===== config.mk =====
export PLATFORM = sky130hd
export DESIGN_NAME = fp_accumulator
export DESIGN_NICKNAME = d
export VERILOG_FILES = /design/src/rtl/fp_accumulator.sv
export SDC_FILE = /design/constraint.sdc
export NUM_CORES = 1
export LEC_CHECK = 0
export ABC_AREA = 1
export BUFFER_PORTS_ARGS = -buffer_cell sky130_fd_sc_hd__buf_2
export CAP_MARGIN = 20
export CORE_AREA = 2 2 175 177
export CTS_CLUSTER_DIAMETER = 40
export DETAILED_ROUTE_END_ITERATION = 10
export DIE_AREA = 0 0 177 179
export PLACE_DENSITY = 0.76
export SKIP_CTS_REPAIR_TIMING = 1
export SKIP_LAST_GASP = 1
export SLEW_MARGIN = 30
export SYNTH_ARGS = -nofsm -noshare
export SYNTH_HDL_FRONTEND = slang
export SYNTH_SLANG_ARGS = --single-unit

===== constraint.sdc =====
create_clock -name clk -period 4.9 [get_ports clk]
set_input_delay 0.98 -clock clk [delete_from_list [all_inputs] [get_ports clk]]
set_output_delay 0.98 -clock clk [all_outputs]
set_load 0.02 [all_outputs]

===== src/rtl/fp_accumulator.sv =====
// fp_accumulator
//   Streaming IEEE-754 single-precision accumulator. Sums N_TERMS input terms
//   into a running sum using a multi-cycle align / add / normalize sequence
//   and presents the finished sum on a valid/ready output.
//
//   Handshakes: a transfer happens on a rising clk edge where valid and ready
//   are both high. in_ready is high only while idle in S_WAIT. out_valid is
//   high only in S_DONE and stays high, with the result held, until out_ready.
//   The two are never high together.
//
// Ports:
//   clk       rising-edge clock
//   rst_n     asynchronous active-low reset
//   in_valid  input term valid
//   in_ready  block can accept a term this cycle
//   in_fp     input term {sign, exp[7:0], mant[22:0]}
//   out_valid accumulated result valid, held until accepted
//   out_ready downstream accepts the result
//   sign      result sign
//   exponent  result biased exponent
//   mantissa  result fraction
//   out_fp    {sign, exponent, mantissa}
//   When out_valid is low, the result outputs show the running accumulator.

module fp_accumulator #(
  parameter int N_TERMS = 9,
  parameter int CNT_W   = 4
) (
  input  logic        clk,
  input  logic        rst_n,
  input  logic        in_valid,
  output logic        in_ready,
  input  logic [31:0] in_fp,
  output logic        out_valid,
  input  logic        out_ready,
  output logic        sign,
  output logic [7:0]  exponent,
  output logic [22:0] mantissa,
  output logic [31:0] out_fp
);

  typedef enum logic [2:0] {S_WAIT, S_ALIGN, S_ADD, S_NORM, S_DONE} state_t;

  localparam logic [CNT_W-1:0] LAST = CNT_W'(N_TERMS - 1);

  state_t           state, next_state;
  logic [CNT_W-1:0] cnt;
  logic [31:0]      acc;
  logic [31:0]      op_reg;
  logic             inf_flag, inf_sign;

  // Align stage registers: larger-exponent operand and the shifted smaller one
  logic [7:0]  al_exp;
  logic [23:0] al_big, al_small;
  logic        al_big_sign, al_small_sign;

  // Add stage registers
  logic [24:0] ad_sum;
  logic        ad_sign;
  logic [7:0]  ad_exp;

  // Index of the highest set bit, expressed as leading zeros in 24 bits
  function automatic logic [4:0] lzc24(input logic [23:0] v);
    logic [4:0] n;
    n = 5'd24;
    for (int i = 0; i < 24; i++) begin
      if (v[i]) n = 5'(23 - i);
    end
    return n;
  endfunction

  // ---------------- FSM ----------------
  always_ff @(posedge clk or negedge rst_n) begin
    if (!rst_n) state <= S_WAIT;
    else        state <= next_state;
  end

  always_comb begin
    next_state = state;
    unique case (state)
      S_WAIT:  if (in_valid) next_state = S_ALIGN;
      S_ALIGN: next_state = S_ADD;
      S_ADD:   next_state = S_NORM;
      S_NORM:  next_state = (cnt == LAST) ? S_DONE : S_WAIT;
      S_DONE:  if (out_ready) next_state = S_WAIT;
      default: next_state = S_WAIT;
    endcase
  end

  // ---------------- align ----------------
  // Exponent 0 means zero: denormal fractions are discarded.
  logic [7:0]  exp_a, exp_b, exp_diff;
  logic [23:0] sig_a, sig_b, sig_lo;
  logic        a_big;

  assign exp_a    = acc[30:23];
  assign exp_b    = op_reg[30:23];
  assign sig_a    = (exp_a == 8'd0) ? 24'd0 : {1'b1, acc[22:0]};
  assign sig_b    = (exp_b == 8'd0) ? 24'd0 : {1'b1, op_reg[22:0]};
  assign a_big    = (exp_a >= exp_b);
  assign exp_diff = a_big ? (exp_a - exp_b) : (exp_b - exp_a);
  assign sig_lo   = a_big ? sig_b : sig_a;

  // ---------------- add ----------------
  logic [24:0] add_sum;
  logic        add_sign;

  always_comb begin
    add_sum  = '0;
    add_sign = 1'b0;
    if (al_big_sign == al_small_sign) begin
      add_sum  = {1'b0, al_big} + {1'b0, al_small};
      add_sign = al_big_sign;
    end else if (al_big > al_small) begin
      add_sum  = {1'b0, al_big} - {1'b0, al_small};
      add_sign = al_big_sign;
    end else if (al_small > al_big) begin
      add_sum  = {1'b0, al_small} - {1'b0, al_big};
      add_sign = al_small_sign;
    end
    // equal magnitudes of opposite sign fall through to +0
  end

  // ---------------- normalize ----------------
  logic [4:0]        lz;
  logic [23:0]       sig_n;
  logic signed [9:0] exp_n;
  logic [31:0]       norm_res;

  always_comb begin
    lz       = lzc24(ad_sum[23:0]);
    sig_n    = '0;
    exp_n    = '0;
    norm_res = '0;
    if (ad_sum[24]) begin
      sig_n = ad_sum[24:1];
      exp_n = $signed({2'b00, ad_exp}) + 10'sd1;
    end else begin
      sig_n = ad_sum[23:0] << lz;
      exp_n = $signed({2'b00, ad_exp}) - $signed({5'b00000, lz});
    end
    if (ad_sum == 25'd0 || exp_n <= 10'sd0)
      norm_res = 32'h0000_0000;
    else if (exp_n >= 10'sd255)
      norm_res = {ad_sign, 8'hFF, 23'd0};
    else
      norm_res = {ad_sign, exp_n[7:0], sig_n[22:0]};
    // A seen infinity dominates everything else in the window
    if (inf_flag)
      norm_res = {inf_sign, 8'hFF, 23'd0};
  end

  // ---------------- datapath ----------------
  always_ff @(posedge clk or negedge rst_n) begin
    if (!rst_n) begin
      acc           <= '0;
      cnt           <= '0;
      op_reg        <= '0;
      inf_flag      <= 1'b0;
      inf_sign      <= 1'b0;
      al_exp        <= '0;
      al_big        <= '0;
      al_small      <= '0;
      al_big_sign   <= 1'b0;
      al_small_sign <= 1'b0;
      ad_sum        <= '0;
      ad_sign       <= 1'b0;
      ad_exp        <= '0;
    end else begin
      unique case (state)
        S_WAIT: begin
          if (in_valid) begin
            op_reg <= in_fp;
            if (in_fp[30:23] == 8'hFF && !inf_flag) begin
              inf_flag <= 1'b1;
              inf_sign <= in_fp[31];
            end
          end
        end
        S_ALIGN: begin
          al_exp        <= a_big ? exp_a : exp_b;
          al_big        <= a_big ? sig_a : sig_b;
          al_small      <= (exp_diff >= 8'd24) ? 24'd0 : (sig_lo >> exp_diff);
          al_big_sign   <= a_big ? acc[31] : op_reg[31];
          al_small_sign <= a_big ? op_reg[31] : acc[31];
        end
        S_ADD: begin
          ad_sum  <= add_sum;
          ad_sign <= add_sign;
          ad_exp  <= al_exp;
        end
        S_NORM: begin
          acc <= norm_res;
          if (cnt != LAST) cnt <= cnt + CNT_W'(1);
        end
        S_DONE: begin
          if (out_ready) begin
            acc      <= '0;
            cnt      <= '0;
            inf_flag <= 1'b0;
            inf_sign <= 1'b0;
          end
        end
        default: ;
      endcase
    end
  end

  // ---------------- outputs ----------------
  assign in_ready  = rst_n && (state == S_WAIT);
  assign out_valid = (state == S_DONE);
  assign out_fp    = acc;
  assign sign      = acc[31];
  assign exponent  = acc[30:23];
  assign mantissa  = acc[22:0];

endmodule


* Yosys cells after proc, flatten, opt, wreduce, memory -nomap -nowiden
Cells that the tools add are included.
** Cells by class
- Add/sub/neg operators :: 8
- Order comparisons :: 6
- Equal/unequal tests :: 12
- Shift-type cells :: 2
- Multiplexer cells :: 60
- Reduce and logical (&&, ||, !) cells :: 15
** Operators by type and width (number)
- $mux W24 :: 5
- $mux W5 :: 23
- $mux W32 :: 3
- $mux W25 :: 3
- $pmux W32 S2 :: 1
- $sub A24 B24 Y25 :: 2
- $gt A24 B24 Y1 :: 2
- $mux W31 :: 1
- $add A24 B24 Y25 :: 1
- $logic_not A25 Y1 :: 1
- $shl A24 B5 Y23 :: 1
- $shr A24 B8 Y24 :: 1
- $mux W23 :: 1
- $logic_not A8 Y1 :: 2
- $mux W8 :: 2
- $sub A8 B8 Y8 :: 2
- $pmux W3 S5 :: 1
- $mux W4 :: 3
- $ge A10 B9 Y1 const B :: 1
- $le A10 B1 Y1 const B :: 1
- $mux W1 :: 10
- $mux W10 :: 1
- $add A8 B1 Y9 const B :: 1
- $mux W3 :: 3
- 23 further kinds :: 31
** Storage, ports and cells
- Register bits :: 165
- Output and inout bits :: 66

* Longest topological paths before layout
- Depth after elaboration :: 31
- Depth in mapped cells :: 44

* Worst setup path before layout
No wires, ideal clock.
- Path type :: register -> register
- From :: register ad_sum[0]
- To :: register acc[11], in the netlist out_fp[11]
- Library setup time :: 0.083 ns
- Arrival time :: 4.249 ns
- Slack :: 0.569 ns
- Cell stages (with the launch flop) :: 43
- Path buffers :: 2
- Path through :: dfrtp_1 > nand2_1 > nand2_1 > nand2_1 > nand2_1 > nand2_1 > nand2_1 > nand2_1 > nand2_1 > nand2_1 > nand2_1 > nand2_1 > nand2_1 > nand2_1 > nand2_1 > nand2_1 > nand2_1 > nand2_1 > [7 not listed] > fa_1 > o31ai_1 > inv_1 > nor2_1 > nor3_1 > nor2_1 > nor2_1 > xor2_1 > nand4_1 > o21ai_1 > nor2_2 > nand3_2 > nor2_4 > inv_2 > buf_4 > a21oi_1 > o21ai_1 > o21ai_0
** On the way
- Cells in the longest elaborated chain, start to end :: 31
- Elaborated cells on any way between the ends :: 36
** RTL lines
- from (decl) :: RTL line 58 : logic [24:0] ad_sum;
- from (signal assigned) :: RTL line 188 : ad_sum <= add_sum;
- $mux W4 :: RTL line 67 : if (v[i]) n = 5'(23 - i);
- $mux W5 (23 in a row) :: RTL line 67
- $sub A8 B5 Y9 :: RTL line 140 : exp_n = $signed({2'b00, ad_exp}) - $signed({5'b00000, lz});
- $mux W10 :: RTL line 135 : if (ad_sum[24]) begin
- $ge A10 B9 Y1 or $le A10 B1 Y1 (tied branches) :: RTL line 144, 142
- $mux W31 or $logic_or A1 B1 Y1 (tied branches) :: RTL line 144, 142
- $mux W32 * :: RTL line 142 : if (ad_sum == 25'd0 || exp_n <= 10'sd0)
- $mux W32 * :: RTL line 149 : if (inf_flag)
- $pmux W32 S2 * :: RTL line 170 : unique case (state)
- to (signal assigned) :: RTL line 193 : acc <= norm_res;
- to (decl) :: RTL line 48 : logic [31:0] acc;
Every way passes the cells marked *; elsewhere a longest branch is shown, timed or not.
A chain may end at the register's enable or synchronous reset.

* Worst setup path in the final report
- From :: register ad_sum[1]
- To :: register acc[8], in the netlist out_fp[8]
** On the way
- Cells in the longest elaborated chain, start to end :: 30
- Elaborated cells on any way between the ends :: 35
** RTL lines (RTL line)
- $mux W5 (23 in a row) :: 67
- $sub A8 B5 Y9 :: 140
- $mux W10 :: 135
- $ge A10 B9 Y1 or $le A10 B1 Y1 (tied branches) :: 144, 142
- $mux W31 or $logic_or A1 B1 Y1 (tied branches) :: 144, 142
- $mux W32 * :: 142
- $mux W32 * :: 149
- $pmux W32 S2 * :: 170
Marks and branches as above.

==> results by group <==
Run status
  – Outcome: complete, no violations

Place
  – Inst Count DP: 2611
  – PortBufs: 101
  – RePlAce Congestion: 0.987
  – Dpl hpwl: 41.4 mm
  – Placed inst area: 0.0153 mm²

Routing
  – Antenna viol nets, final: 0
  – Drt via density: 5.93
  – DRT Wirelength: 53.0 mm
  – Residual DRC: 0
  – Via count: 15700
  – DR iter-0 viols: 1900
  – Pre-antenna DRT Iters: 6
  – Wire per inst: 20.0 µm

Setup path
  – CP most frequent cell: nand2_1
  – Worst path required time: 5.26 ns
  – Slowest cell on the critical path: fa_2
  – Slowest cell delay on critical path: 0.41 ns
  – Crit end category: register
  – CP startpoint kind: register
  – Worst endpoint data arrival time: 4.82 ns
  – Critical setup path kind: register to register
  – Critical path peak fanout: 13

Clocking
  – Clock tree sinks: 165
  – CTS H-tree depth: 4
  – Clock Root Buffer: clkbuf_16
  – Clk_lat worst skew: 0.46 ns
  – CTS tree: built
  – CTS Buffer Depth: 2
  – Clock Pin Slew Worst Setup and Hold Paths: 0.07 ns
  – Total CTS buffers: 17

Die
  – Starting Density: 49.2%
  – Die Area: 0.0317 mm²
  – Die Height: 179 µm
  – Core ar.: 0.0300 mm²
  – Row cnt: 64
  – Die width: 177 µm
  – Top-level I/O count: 102

Synthesis
  – Ys Warns: 0
  – Top FF cell, synth: dfrtp_1
  – FF+latch count, synth: 165
  – Mapped Cells: 2227
  – Post-synth EDFFs: 0
  – Post-Synth XOR/XNOR Area: 2.37%
  – Post-Synth Adder-Cell Area: 8.94%
  – Avg Cell Area, Syn: 6.64 µm²
  – Post-synthesis sequential area ratio: 27.9%
  – Syn Std Cell Area: 0.0148 mm²
  – Synth Area in Compound Gates: 22.2%
  – Synth unique cells: 57
  – Post-synthesis mux area share: 0.161%
  – Async SR Flop Fraction: 100%
  – Net count after synthesis: 2365
  – Post-synthesis simple-gate area fraction: 26.1%
  – Combinational family with the most area after synthesis: simple AND/OR/NAND/NOR gates

Cells and area
  – Final #Nets: 2381
  – Non-Filler Cell Area, Final: 0.0160 mm²
  – Final Non-Filler Cells: 2652
  – Antenna Cells: 0
  – Layout area overhead: 8.46%
  – Layout cells sized above 1: 9.66%

Min path
  – Worst Hold Class: register to register

Run
  – Max-Cap Viols: 0

Timing
  – Clock Skew: 0.0232 ns
  – Relative slew margins: 35.8%
  – Setup violators final: 0
  – Fin. Hold Viols: 0
  – Worst Max-Slew Pin Slew: 0.959 ns
  – Fmax: 224 MHz
  – Final worst path period need: 4.46 ns
  – Fin crit share: 91.1%
  – Fin. max-slew vios: 0

Global route
  – First-pass GRT wire length: 82.5 mm
  – Pin count of the biggest net entering global routing: 85
  – Antenna violations before repair: 1
  – Overflow after GRT: 0
  – GR Util All Layers: 33.9%
  – Vias in the first global route: 14600
## worst paths after layout
kind	start	to	slack (ns)	cells past startpoint
min in group asynchronous	rst_n	op_reg[13]$_DFFE_PN0P_	0.54	1
hold reg to reg	cnt[3]$_DFFE_PN0P_	cnt[3]$_DFFE_PN0P_	0.48	1
hold / removal	cnt[3]$_DFFE_PN0P_	cnt[3]$_DFFE_PN0P_	0.48	1
setup reg to reg	ad_sum[1]$_DFFE_PN0P_	out_fp[8]$_DFFE_PN0P_	0.44	42
setup / recovery	ad_sum[1]$_DFFE_PN0P_	out_fp[8]$_DFFE_PN0P_	0.44	42
max in group asynchronous	rst_n	ad_sum[14]$_DFFE_PN0P_	3.10	2
## cells in the mapped netlist, types with 9 or more instances
cell type,number,area [µm²]
inv_1,274,1030
xor2_1,38,333
nor3_1,16,80.1
clkbuf_1,85,319
o32ai_1,21,184
nand3_1,228,1140
o21ai_1,25,125
buf_1,11,41.3
ha_1,96,1200
o22ai_1,29,181
o21ai_0,227,1140
a21oi_1,170,851
nand2_1,517,1940
o211ai_1,23,173
a31oi_1,16,100
dfrtp_1,165,4130
nor2_1,100,375
buf_2,15,75.1
nand4_1,18,113
a22oi_1,14,105
o221ai_1,9,78.8
buf_4,34,255
## critical path: cells and delay by family, from the launching register on
kind	cells	cell delay, ns
simple gates	30	2.03
compound gates	5	0.66
fa+ha+maj	2	0.62
flops	1	0.38
buf+inv	4	0.37
xor+xnor	1	0.28
## cells in the final DEF, fill, tap and decap left out, types with 4 or more instances in the layout
cell type and count:
o31ai_1 4, o221ai_1 9, fa_1 5, xor2_1 38, o211ai_1 23, dfrtp_1 165
nor4_1 6, nor3_1 14, nand2_2 8, a211oi_1 5, buf_4 44, o21ai_1 26
nor2_1 99, o32ai_1 21, inv_1 270, inv_2 10, o21a_1 5, nand3_1 228
nand4_1 18, buf_2 100, ha_1 96, clkbuf_16 17, a31oi_1 16, nand2_1 517
clkinv_1 6, o21ai_0 226, a21oi_1 169, o21ai_2 4, a22oi_1 14, o22ai_1 29
## cells by family after synthesis
logic type,after synthesis
flip-flops,165
adder cells (fa/ha/maj),102
multiplexers,2
AND/OR/NAND/NOR,906
AO/OA/AOI/OAI,576
XOR/XNOR,40
buffers and inverters,436
## layout make-up
cell class                      count  area, µm²
Fill cell                        3010      14000
Sequential cell                   165       4130
Clock inverter                     13        165
Timing Repair Buffer              146        853
Inverter                          287       1080
Multi-Input combinational cell   1626       8870
Tap cell                          396        495
Clock buffer                       19        433
## layer usage
metal  wire [µm]  track usage [%]
met1       22900             46.9
met2       22700             50.6
met3        4450             5.36
met4        2970             18.1
met5           0                0
## per-stage QoR
step                      worst slack [ns]  util, %  TNS (ns)  hold WS (ns)
final                                0.438     53.4         0         0.478
after global routing               -0.0731     53.4    -0.111         0.508
after CTS                            0.171     53.1         0         0.475
after detailed placement             0.272     51.1         0         0.463
after global placement               0.322     51.1         0         0.453
after floorplan                      0.569        -         0         0.433
Power is not shown: default switching activity piles up to over one toggle a cycle in this logic, so the estimate is an artifact.
